$ cat src/rtl/vga_vram_arbiter.sv
// Shares one single-port synchronous VRAM between the display prefetch stream and a host port.
// The display has priority. A starvation guard forces a host slot after MAXBURST display grants.
module vga_vram_arbiter #(
    parameter int PWIDTH   = 8,
    parameter int AWIDTH   = 20,
    parameter int LATENCY  = 2,
    parameter int MAXBURST = 8
) (
    input  logic              clk_core,
    input  logic              rst_core,
    input  logic              disp_rd,
    input  logic [AWIDTH-1:0] disp_addr,
    output logic              disp_busy,
    output logic [PWIDTH-1:0] disp_data,
    output logic              disp_vld,
    input  logic              host_req,
    input  logic              host_we,
    input  logic [AWIDTH-1:0] host_addr,
    input  logic [PWIDTH-1:0] host_wdata,
    output logic              host_ack,
    output logic [PWIDTH-1:0] host_rdata,
    output logic              host_rvld,
    output logic              mem_en,
    output logic              mem_we,
    output logic [AWIDTH-1:0] mem_addr,
    output logic [PWIDTH-1:0] mem_wdata,
    input  logic [PWIDTH-1:0] mem_rdata,
    output logic              arb_err
);

    localparam int CW = (MAXBURST > 1) ? $clog2(MAXBURST) : 1;
    localparam logic [CW-1:0] CNT_MAX = CW'(MAXBURST - 1);

    logic               host_slot;
    logic [CW-1:0]      starve_cnt;
    logic [LATENCY-1:0] pipe_vld;
    logic [LATENCY-1:0] pipe_own;
    logic               disp_grant;
    logic               issue_rd;
    logic               host_slot_next;

    // A registered host slot overrides the display, which keeps disp_busy free of combinational paths.
    always_comb begin
        mem_en   = 1'b0;
        mem_we   = 1'b0;
        mem_addr = disp_addr;
        host_ack = 1'b0;
        if (host_slot) begin
            mem_en   = 1'b1;
            mem_we   = host_we;
            mem_addr = host_addr;
            host_ack = 1'b1;
        end else if (disp_rd) begin
            mem_en   = 1'b1;
        end
    end

    assign mem_wdata      = host_wdata;
    assign disp_grant     = disp_rd & ~host_slot;
    assign issue_rd       = mem_en & ~mem_we;
    assign host_slot_next = host_req & ~host_slot & (~disp_rd | (starve_cnt == CNT_MAX));

    always_ff @(posedge clk_core or posedge rst_core) begin
        if (rst_core) begin
            host_slot  <= 1'b0;
            starve_cnt <= '0;
            pipe_vld   <= '0;
            pipe_own   <= '0;
            arb_err    <= 1'b0;
        end else begin
            host_slot <= host_slot_next;

            if (!host_req || host_slot) begin
                starve_cnt <= '0;
            end else if (disp_grant && (starve_cnt != CNT_MAX)) begin
                starve_cnt <= starve_cnt + 1'b1;
            end

            // Owner pipeline tracks which requester each in-flight read belongs to.
            pipe_vld[0] <= issue_rd;
            pipe_own[0] <= ~host_slot;
            for (int i = 1; i < LATENCY; i++) begin
                pipe_vld[i] <= pipe_vld[i-1];
                pipe_own[i] <= pipe_own[i-1];
            end

            if (disp_rd && host_slot) begin
                arb_err <= 1'b1;
            end
        end
    end

    assign disp_busy  = host_slot;
    assign disp_data  = mem_rdata;
    assign host_rdata = mem_rdata;
    assign disp_vld   = pipe_vld[LATENCY-1] & pipe_own[LATENCY-1];
    assign host_rvld  = pipe_vld[LATENCY-1] & ~pipe_own[LATENCY-1];

endmodule

$ cat config.mk
export PLATFORM = sky130hd
export DESIGN_NAME = vga_vram_arbiter
export DESIGN_NICKNAME = d
export VERILOG_FILES = /design/src/rtl/vga_vram_arbiter.sv
export SDC_FILE = /design/constraint.sdc
export NUM_CORES = 1
export LEC_CHECK = 0
export ABC_AREA = 0
export BUFFER_PORTS_ARGS = -buffer_cell sky130_fd_sc_hd__clkbuf_2
export CAP_MARGIN = 0
export CORE_UTILIZATION = 30
export DETAILED_ROUTE_END_ITERATION = 10
export GPL_TIMING_DRIVEN = 0
export PLACE_DENSITY_LB_ADDON = 0.2
export SLEW_MARGIN = 15
export SYNTH_ARGS = -nofsm -noshare
export SYNTH_HDL_FRONTEND = slang
export SYNTH_SLANG_ARGS = --single-unit
$ cat constraint.sdc
create_clock -name clk_core -period 1.5 [get_ports clk_core]
set_input_delay 0.075 -clock clk_core [delete_from_list [all_inputs] [get_ports clk_core]]
set_output_delay 0.075 -clock clk_core [all_outputs]
set_load 0.02 [all_outputs]
==> results of run 1 <==
## power groups by stage
stage / Clock [mW] / Sequential [mW] / Combinational, mW
2_1_floorplan: 0 / 0.269 / 0.255
3_3_place_gp: 0 / 0.269 / 0.389
3_5_place_dp: 0 / 0.270 / 0.394
4_1_cts: 0.191 / 0.266 / 0.398
5_1_grt: 0.202 / 0.266 / 0.431
6_report: 0.185 / 0.264 / 0.397
## final timing paths
check / from / to / slack, ns / depth (start not counted)
min: disp_rd / arb_err / 0.06 / 2
max reg2reg: starve_cnt[0] / starve_cnt[2] / 0.10 / 5
max: starve_cnt[0] / starve_cnt[2] / 0.10 / 5
max in group asynchronous: rst_core / disp_busy / 0.95 / 3
min reg2reg: pipe_vld[0] / pipe_vld[1] / 0.35 / 0
min in group asynchronous: rst_core / pipe_own[0] / 0.29 / 3
## stage by stage
step,util,instance area (um2),setup slack [ns],std cells
after global placement,0.526,1300,0.112,200
after detailed placement,0.526,1300,0.0643,200
after global routing,0.546,1350,0.0179,206
after floorplan,-,791,0.159,75
after CTS,0.541,1340,0.0261,205
final,0.546,1350,0.104,206
## sequential cells by signal, indices dropped and copies added (netlist names)
| register | cells |
|---|---|
| starve_cnt | 3 |
| pipe_own | 2 |
| pipe_vld | 2 |
| arb_err | 1 |
| disp_busy | 1 |
## Yosys cell counts (all sizes together)
cell	n	share of area
ha	2	0.032
mux2i	2	0.025
or2	1	0.0079
nor2b	2	0.016
xnor2	1	0.011
a21o	1	0.0095
and2	2	0.017
buf	27	0.27
inv	2	0.0095
nand2	1	0.0079
nor2	4	0.019
and2b	1	0.0095
mux2	20	0.28
dfrtp	9	0.28
## final cells by class
type | instances | area [um2]
plain buffers | 27 | 210
clock buffers | 4 | 26.3
fillers | 241 | 1120
inverters | 2 | 7.51
multi-input cells | 37 | 352
flip-flops and latches | 9 | 226
well taps | 30 | 37.5
repair buffers | 97 | 493
## metal layers
layer | vias up | GRT usage | routed length [um]
li1 | 424 | - | -
met4 | 0 | 0.0526 | 29
met1 | 347 | 0.112 | 637
met2 | 68 | 0.213 | 923
met3 | 4 | 0.0489 | 244
met5 | - | 0 | 0
## cell families after synthesis
group / synth area share
and+or+nand+nor: 0.0775
adders and majority gates: 0.0316
AOI/OAI and AO/OA: 0.00950
muxes: 0.310
DFF: 0.285
buffers and inverters: 0.275
xor gates and xnor gates: 0.0111
## what timing repair did
action / 4_1_cts / 5_1_grt
endpoints found under the setup margin: 18 / 12
resized for setup: 1 / 2
hold buffers: 1 / 0
pin swaps: 0 / 0
buffers inserted: 0 / 1
hold endpoints to repair: 9 / 0
==> flow_summary.ini, run 1 <==
[yosys]
syn_inst = 75
synth-seq-cells = 9
synth_nets = 138
syn_area_um2 = 791
syn_avg_cell_area_um2 = 10.5
seq_area_frac_synth = 0.285
synthDistinctLibCells = 16
yosysWarnings = 0

[route]
drt-initial-drc-count = 1
wl_per_cell_um = 8.91
route.detailed.drc = 0
drt_wl_total_um = 1840
via_per_inst = 4.09
first_pass_iters = 2
vias = 843
ant_nets = 0

[power_and_ir_drop]
p_sw_frac = 0.341
comb_power_share = 0.469
seqPwrFrac = 0.312
p_sw_uw = 288
ir_drop_mv = 0.554
clockPowerShare = 0.219
power.total_uw = 845
intPower_uw = 557
power_leakage_nw = 0.801
power.density_mw_per_mm2 = 625

[cts]
cts.path.max_buffers = 2
cts_tree = yes
clock-root-buffer = clkbuf_4
clkLatencyLatePin_ns = 0.26
cts_buffers = 3
cts.sink_count = 9
htreeDepth = 1
clk_pin_slew_worst_paths_ns = 0.06

[final_layout]
syn2layout_area_growth_pct = 71.0
most-common-layout-cells = 95 x clkbuf_2, 26 x buf_4, 20 x mux2_2
final_common_cell = clkbuf_2
final_nets = 240
drive_above_1_share = 0.864
n_antenna_cell = 0

[timing]
setup_tns_ns = 0
setup_viol = 0
max_slew_margin = 0.787
hold_viol_final = 0
tightest_slew_ns = 0.320
maxSlewViolCount = 0
fin_crit_ns = 1.40
fmax_mhz = 716
hold_ws_ns = 0.0592
rsz0062_at_grt = false
final.period_utilization = 0.931
skew_ns = 0.00457

[global_routing]
grt-ovfl-total = 0
grt_use_total = 0.117
grt_pass1_wl_um = 2310
antenna_found_initial = 0
grt_pass1_vias = 589
grt_max_degree = 11

[worst_setup_path]
crit_chain = ha_2 > ha_1 > and2b_2 > mux2i_1 > nor2_1
cp_max_fo = 4
startpoint_type = flip-flop
critPathSlowestCell = dfrtp_1
crit_buf_inv = 0
required_ns = 1.65
endpoint_kind = flip-flop
critical_path.max_stage_delay_ns = 0.40
arrival_ns = 1.54
crit_family = flip-flops
crit_type = reg2reg

[die]
initial_core_util = 0.319
io_pins = 112
design.die.area_mm2 = 0.00285
fp.dieH_um = 53.3
fp.dieW_um = 53.3
coreArea_mm2 = 0.00248
rows = 18

[worst_hold_path]
hold_path.class = in2reg

[placement]
dp_hpwl_um = 1630
io_buffers = 95
routabilityCongestion = 0.706

[job]
maxCapViolCount = 0

[run_status]
outcome = completed
(Power assumes the default switching activity.)
==> run 2: changes to the inputs <==
Settings changed: PLACE_DENSITY from default to 0.79, PLACE_DENSITY_LB_ADDON 0.2 to default.
==> run 2 against run 1 <==
Count of clock-buffer cells in the layout unchanged. Hold slack gained 0.0042 ns. Worst setup slack improved by 0.0051 ns. Sequential power is essentially flat. Maximum frequency is 0.36% higher. Clock power about the same.
==> flow_summary.ini, run 2 (synthesized netlist as in run 1, its figures left out) <==
[route]
drt_wl_total_um = 2040
drt-initial-drc-count = 16
wl_per_cell_um = 9.85
ant_nets = 0
first_pass_iters = 4
route.detailed.drc = 0
vias = 881
via_per_inst = 4.26

[timing]
max_slew_margin = 0.771
setup_viol = 0
hold_viol_final = 0
fin_crit_ns = 1.39
rsz0062_at_grt = false
setup_slack_ns = 0.109
skew_ns = 0.00146
final.period_utilization = 0.927
maxSlewViolCount = 0
setup_tns_ns = 0
fmax_mhz = 719
tightest_slew_ns = 0.343

[die]
design.die.area_mm2 = 0.00285
io_pins = 112
coreArea_mm2 = 0.00248
fp.dieH_um = 53.3
fp.dieW_um = 53.3
initial_core_util = 0.319
rows = 18

[cts]
clkLatencyLatePin_ns = 0.25
cts_tree = yes
clk_pin_slew_worst_paths_ns = 0.06
clock-root-buffer = clkbuf_4
htreeDepth = 1
cts_buffers = 3
cts.sink_count = 9
cts.path.max_buffers = 2

[placement]
io_buffers = 95
routabilityCongestion = 0.754
dp_hpwl_um = 1800
pre_cts_slack_ns = 0.0768

[worst_setup_path]
arrival_ns = 1.54
endpoint_kind = flip-flop
crit_type = reg2reg
required_ns = 1.64
cp_max_fo = 4
startpoint_type = flip-flop
rrSetupSlack_ns = 0.11

[power_and_ir_drop]
power_leakage_nw = 0.809
power.density_mw_per_mm2 = 625
ir_drop_mv = 0.462

[worst_hold_path]
hold_path.class = in2reg

[global_routing]
grt_pass1_vias = 722
grt_max_degree = 11
grt_use_total = 0.137
grt_pass1_wl_um = 2830
grt-ovfl-total = 0
antenna_found_initial = 0

[final_layout]
syn2layout_area_growth_pct = 71.7
largest_reg_flops = 3
biggestRegsByFlops = starve_cnt x3, pipe_own x2, pipe_vld x2
n_antenna_cell = 0
regMostFlops = starve_cnt
final_nets = 241
drive_above_1_share = 0.859
final_common_cell = clkbuf_2
most-common-layout-cells = 95 x clkbuf_2, 27 x buf_4, 20 x mux2_2

[job]
maxCapViolCount = 0

[run_status]
outcome = completed
[run 2: final timing paths]
check,cells past startpoint,end,startpoint
worst min-delay path,2,arb_err,disp_rd
max in group asynchronous,3,disp_busy,rst_core
worst min register to register,0,pipe_vld[1],pipe_vld[0]
worst max register to register,5,starve_cnt[1],starve_cnt[0]
min in group asynchronous,3,pipe_own[1],rst_core
worst max-delay path,5,starve_cnt[1],starve_cnt[0]
[run 2: critical path, stage by stage, from the launching register on]
cell and delay (ns):
dfrtp_1 0.38, ha_1 0.20, ha_1 0.17, and2b_2 0.27, mux2i_1 0.20, nor2_1 0.06
[run 2: routing by layer]
layer | vias up | track usage | part of all wire
met5 | - | 0 | 0
met4 | 0 | 0.0395 | 0.0025
met3 | 2 | 0.0402 | 0.12
met2 | 61 | 0.263 | 0.53
met1 | 392 | 0.139 | 0.35
li1 | 426 | - | -
[run 2: stage by stage]
step | std cells | hold WS [ns] | cell area, um2 | power, mW | utilization
global placement | 200 | 0.0300 | 1300 | 0.662 | 0.526
floorplan | 75 | -0.0971 | 791 | 0.524 | -
finish | 207 | 0.0634 | 1360 | 0.849 | 0.548
detailed placement | 200 | 0.0345 | 1300 | 0.666 | 0.526
CTS | 205 | 0.0634 | 1340 | 0.854 | 0.541
global route | 207 | 0.0783 | 1360 | 0.917 | 0.548
[run 2: report_power, final]
group | internal, mW | switching, mW | total, mW
sequential | 0.256 | 0.00677 | 0.263
clock | 0.102 | 0.0794 | 0.182
combinational | 0.201 | 0.203 | 0.404
[run 2: layout make-up]
cell class / count / area, um2
fill: 246 / 1120
clock buffer: 4 / 26.3
sequential: 9 / 226
timing repair buffer: 98 / 500
multi-input combinational: 37 / 349
inverter: 2 / 7.51
buffer: 27 / 210
tap: 30 / 37.5
[run 2: what timing repair did]
action,4_1_cts,5_1_grt
endpoints found under the hold margin,9,0
setup buffers,0,2
resized for setup,1,1
cloned,0,0
endpoints found under the setup margin,18,18
hold buffers,1,0
==> run 3: changes to the inputs <==
Settings changed: REMOVE_ABC_BUFFERS from default to 1.
==> run 3 against run 2 <==
Final cell count shrank 25%. Global-route usage about the same. Combinational power is 30% lower. Clock power hardly changed. Hold slack got worse by 0.0011 ns. Power shrank 14%. Routed wire length up 8.9%. Critical path depth is 2 lower. Worst setup slack worse by 0.056 ns. Largest cell class unchanged. Largest power group unchanged.
==> flow_summary.ini, run 3 (synthesized netlist as in run 1, its figures left out) <==
[timing]
tightest_slew_ns = 0.341
maxSlewViolCount = 0
setup_viol = 0
hold_viol_final = 0
final.period_utilization = 0.965
rsz0062_at_grt = false
fin_crit_ns = 1.45
max_slew_margin = 0.772
fmax_mhz = 691
skew_ns = 0.00207

[worst_setup_path]
startpoint_type = flip-flop
crit_buf_inv = 2
crit_chain = buf_8 > mux2_4 > buf_2
required_ns = 1.42
cp_max_fo = 13
critPathSlowestCell = dfrtp_4
rrSetupSlack_ns = 0.10
crit_family = flip-flops
worstSetupStartpoint = disp_busy
critical_path.max_stage_delay_ns = 0.50
crit_type = reg2out
reg2reg_from = starve_cnt[0]
endpoint_kind = output port
arrival_ns = 1.37

[power_and_ir_drop]
intPower_uw = 499
power.density_mw_per_mm2 = 690
comb_power_share = 0.390
p_sw_frac = 0.314
p_sw_uw = 229
ir_drop_mv = 0.354
clockPowerShare = 0.246
seqPwrFrac = 0.364
power_leakage_nw = 0.582

[cts]
cts.sink_count = 9
cts_tree = yes
cts.path.max_buffers = 2
clock-root-buffer = clkbuf_4
htreeDepth = 1
clk_pin_slew_worst_paths_ns = 0.06
clkLatencyLatePin_ns = 0.25
cts_buffers = 3

[final_layout]
biggestRegsByFlops = starve_cnt x3, pipe_own x2, pipe_vld x2
n_antenna_cell = 0
syn2layout_area_growth_pct = 33.5
largest_reg_flops = 3
drive_above_1_share = 0.810
design_area_mm2 = 0.00106
most-common-layout-cells = 70 x clkbuf_2, 19 x mux2_2, 8 x dfrtp_1
regMostFlops = starve_cnt
final_common_cell = clkbuf_2
fin_util = 0.426
final_nets = 190

[die]
design.die.area_mm2 = 0.00285
io_pins = 112
coreArea_mm2 = 0.00248
rows = 18
fp.dieW_um = 53.3
fp.dieH_um = 53.3
initial_core_util = 0.319

[worst_hold_path]
worstHoldStart = disp_rd
hold_path.class = in2reg

[route]
ant_nets = 0
first_pass_iters = 2
route.detailed.drc = 0
vias = 694
drt_wl_total_um = 2220
via_per_inst = 4.45
drt-initial-drc-count = 4
wl_per_cell_um = 14.2

[placement]
placed_area_um2 = 973
io_buffers = 71
routabilityCongestion = 0.644
dp_hpwl_um = 1810

[global_routing]
grt_pass1_wl_um = 2660
antenna_found_initial = 0
grt_use_total = 0.137
grt-ovfl-total = 0
grt_pass1_vias = 590
grt_max_degree = 27

[job]
maxCapViolCount = 0

[run_status]
outcome = completed
==> run 3: cell types whose count changed in the layout (fill, tap and decap cells not counted) <==
cell	change
buf_6	-2
dfrtp_4	+1
buf_2	+1
mux2_4	+1
ha_1	-1
dfrtp_2	-1
mux2_2	-1
buf_12	+1
buf_8	+1
buf_4	-27
ha_2	+1
clkbuf_2	-25
==> run 3: through the flow <==
stage / cells / setup slack [ns] / hold WS [ns] / power [mW] / setup TNS, ns
after floorplan: 48 / -0.0270 / -0.0971 / 0.422 / -0.510
after global placement: 149 / -0.0224 / 0.00989 / 0.530 / -0.162
after detailed placement: 149 / -0.0933 / 0.0382 / 0.537 / -1.44
after CTS: 154 / -0.00268 / 0.0544 / 0.731 / -0.00268
after global routing: 156 / 0.0109 / 0.0704 / 0.778 / 0
final: 156 / 0.0526 / 0.0623 / 0.728 / 0
==> run 3: worst reg2reg max path, cell delays in order (launching register included) <==
cell,delay [ns]
dfrtp_1,0.39
ha_2,0.19
ha_1,0.16
and2b_2,0.26
mux2i_1,0.22
nor2_1,0.06
==> run 3: worst paths after layout <==
check                           depth (start not counted)            end
worst max-delay path                                    3   mem_addr[10]
worst min-delay path                                    2        arb_err
worst max register to register                          5  starve_cnt[2]
worst min register to register                          0    pipe_own[1]
max in group asynchronous                               3      disp_busy
min in group asynchronous                               3    pipe_vld[0]
==> run 3: what timing repair did <==
item / 4_1_cts / 5_1_grt
setup endpoints to repair: 24 / 22
hold buffers: 1 / 0
endpoints found under the hold margin: 9 / 0
gates resized for setup: 3 / 4
buffers inserted: 0 / 2
==> run 3: power groups by stage <==
stage | combinational [mW] | clock [mW] | sequential, mW
after floorplan | 0.145 | 0 | 0.278
after global placement | 0.254 | 0 | 0.276
after detailed placement | 0.259 | 0 | 0.278
after CTS | 0.263 | 0.193 | 0.275
after global routing | 0.309 | 0.203 | 0.266
final | 0.284 | 0.179 | 0.265
==> run 3: routing by layer <==
| layer | global-route usage | wire length, um |
|---|---|---|
| met2 | 0.183 | 1090 |
| met3 | 0.138 | 300 |
| met5 | 0.0714 | 0 |
| met4 | 0.0263 | 0 |
| met1 | 0.146 | 827 |
==> run 3: final cells by class <==
class	count	area, um2
clock buffers	4	26.3
repair buffers	74	400
inverters	2	7.51
well taps	30	37.5
multi-input cells	37	355
fillers	253	1420
flip-flops and latches	9	229
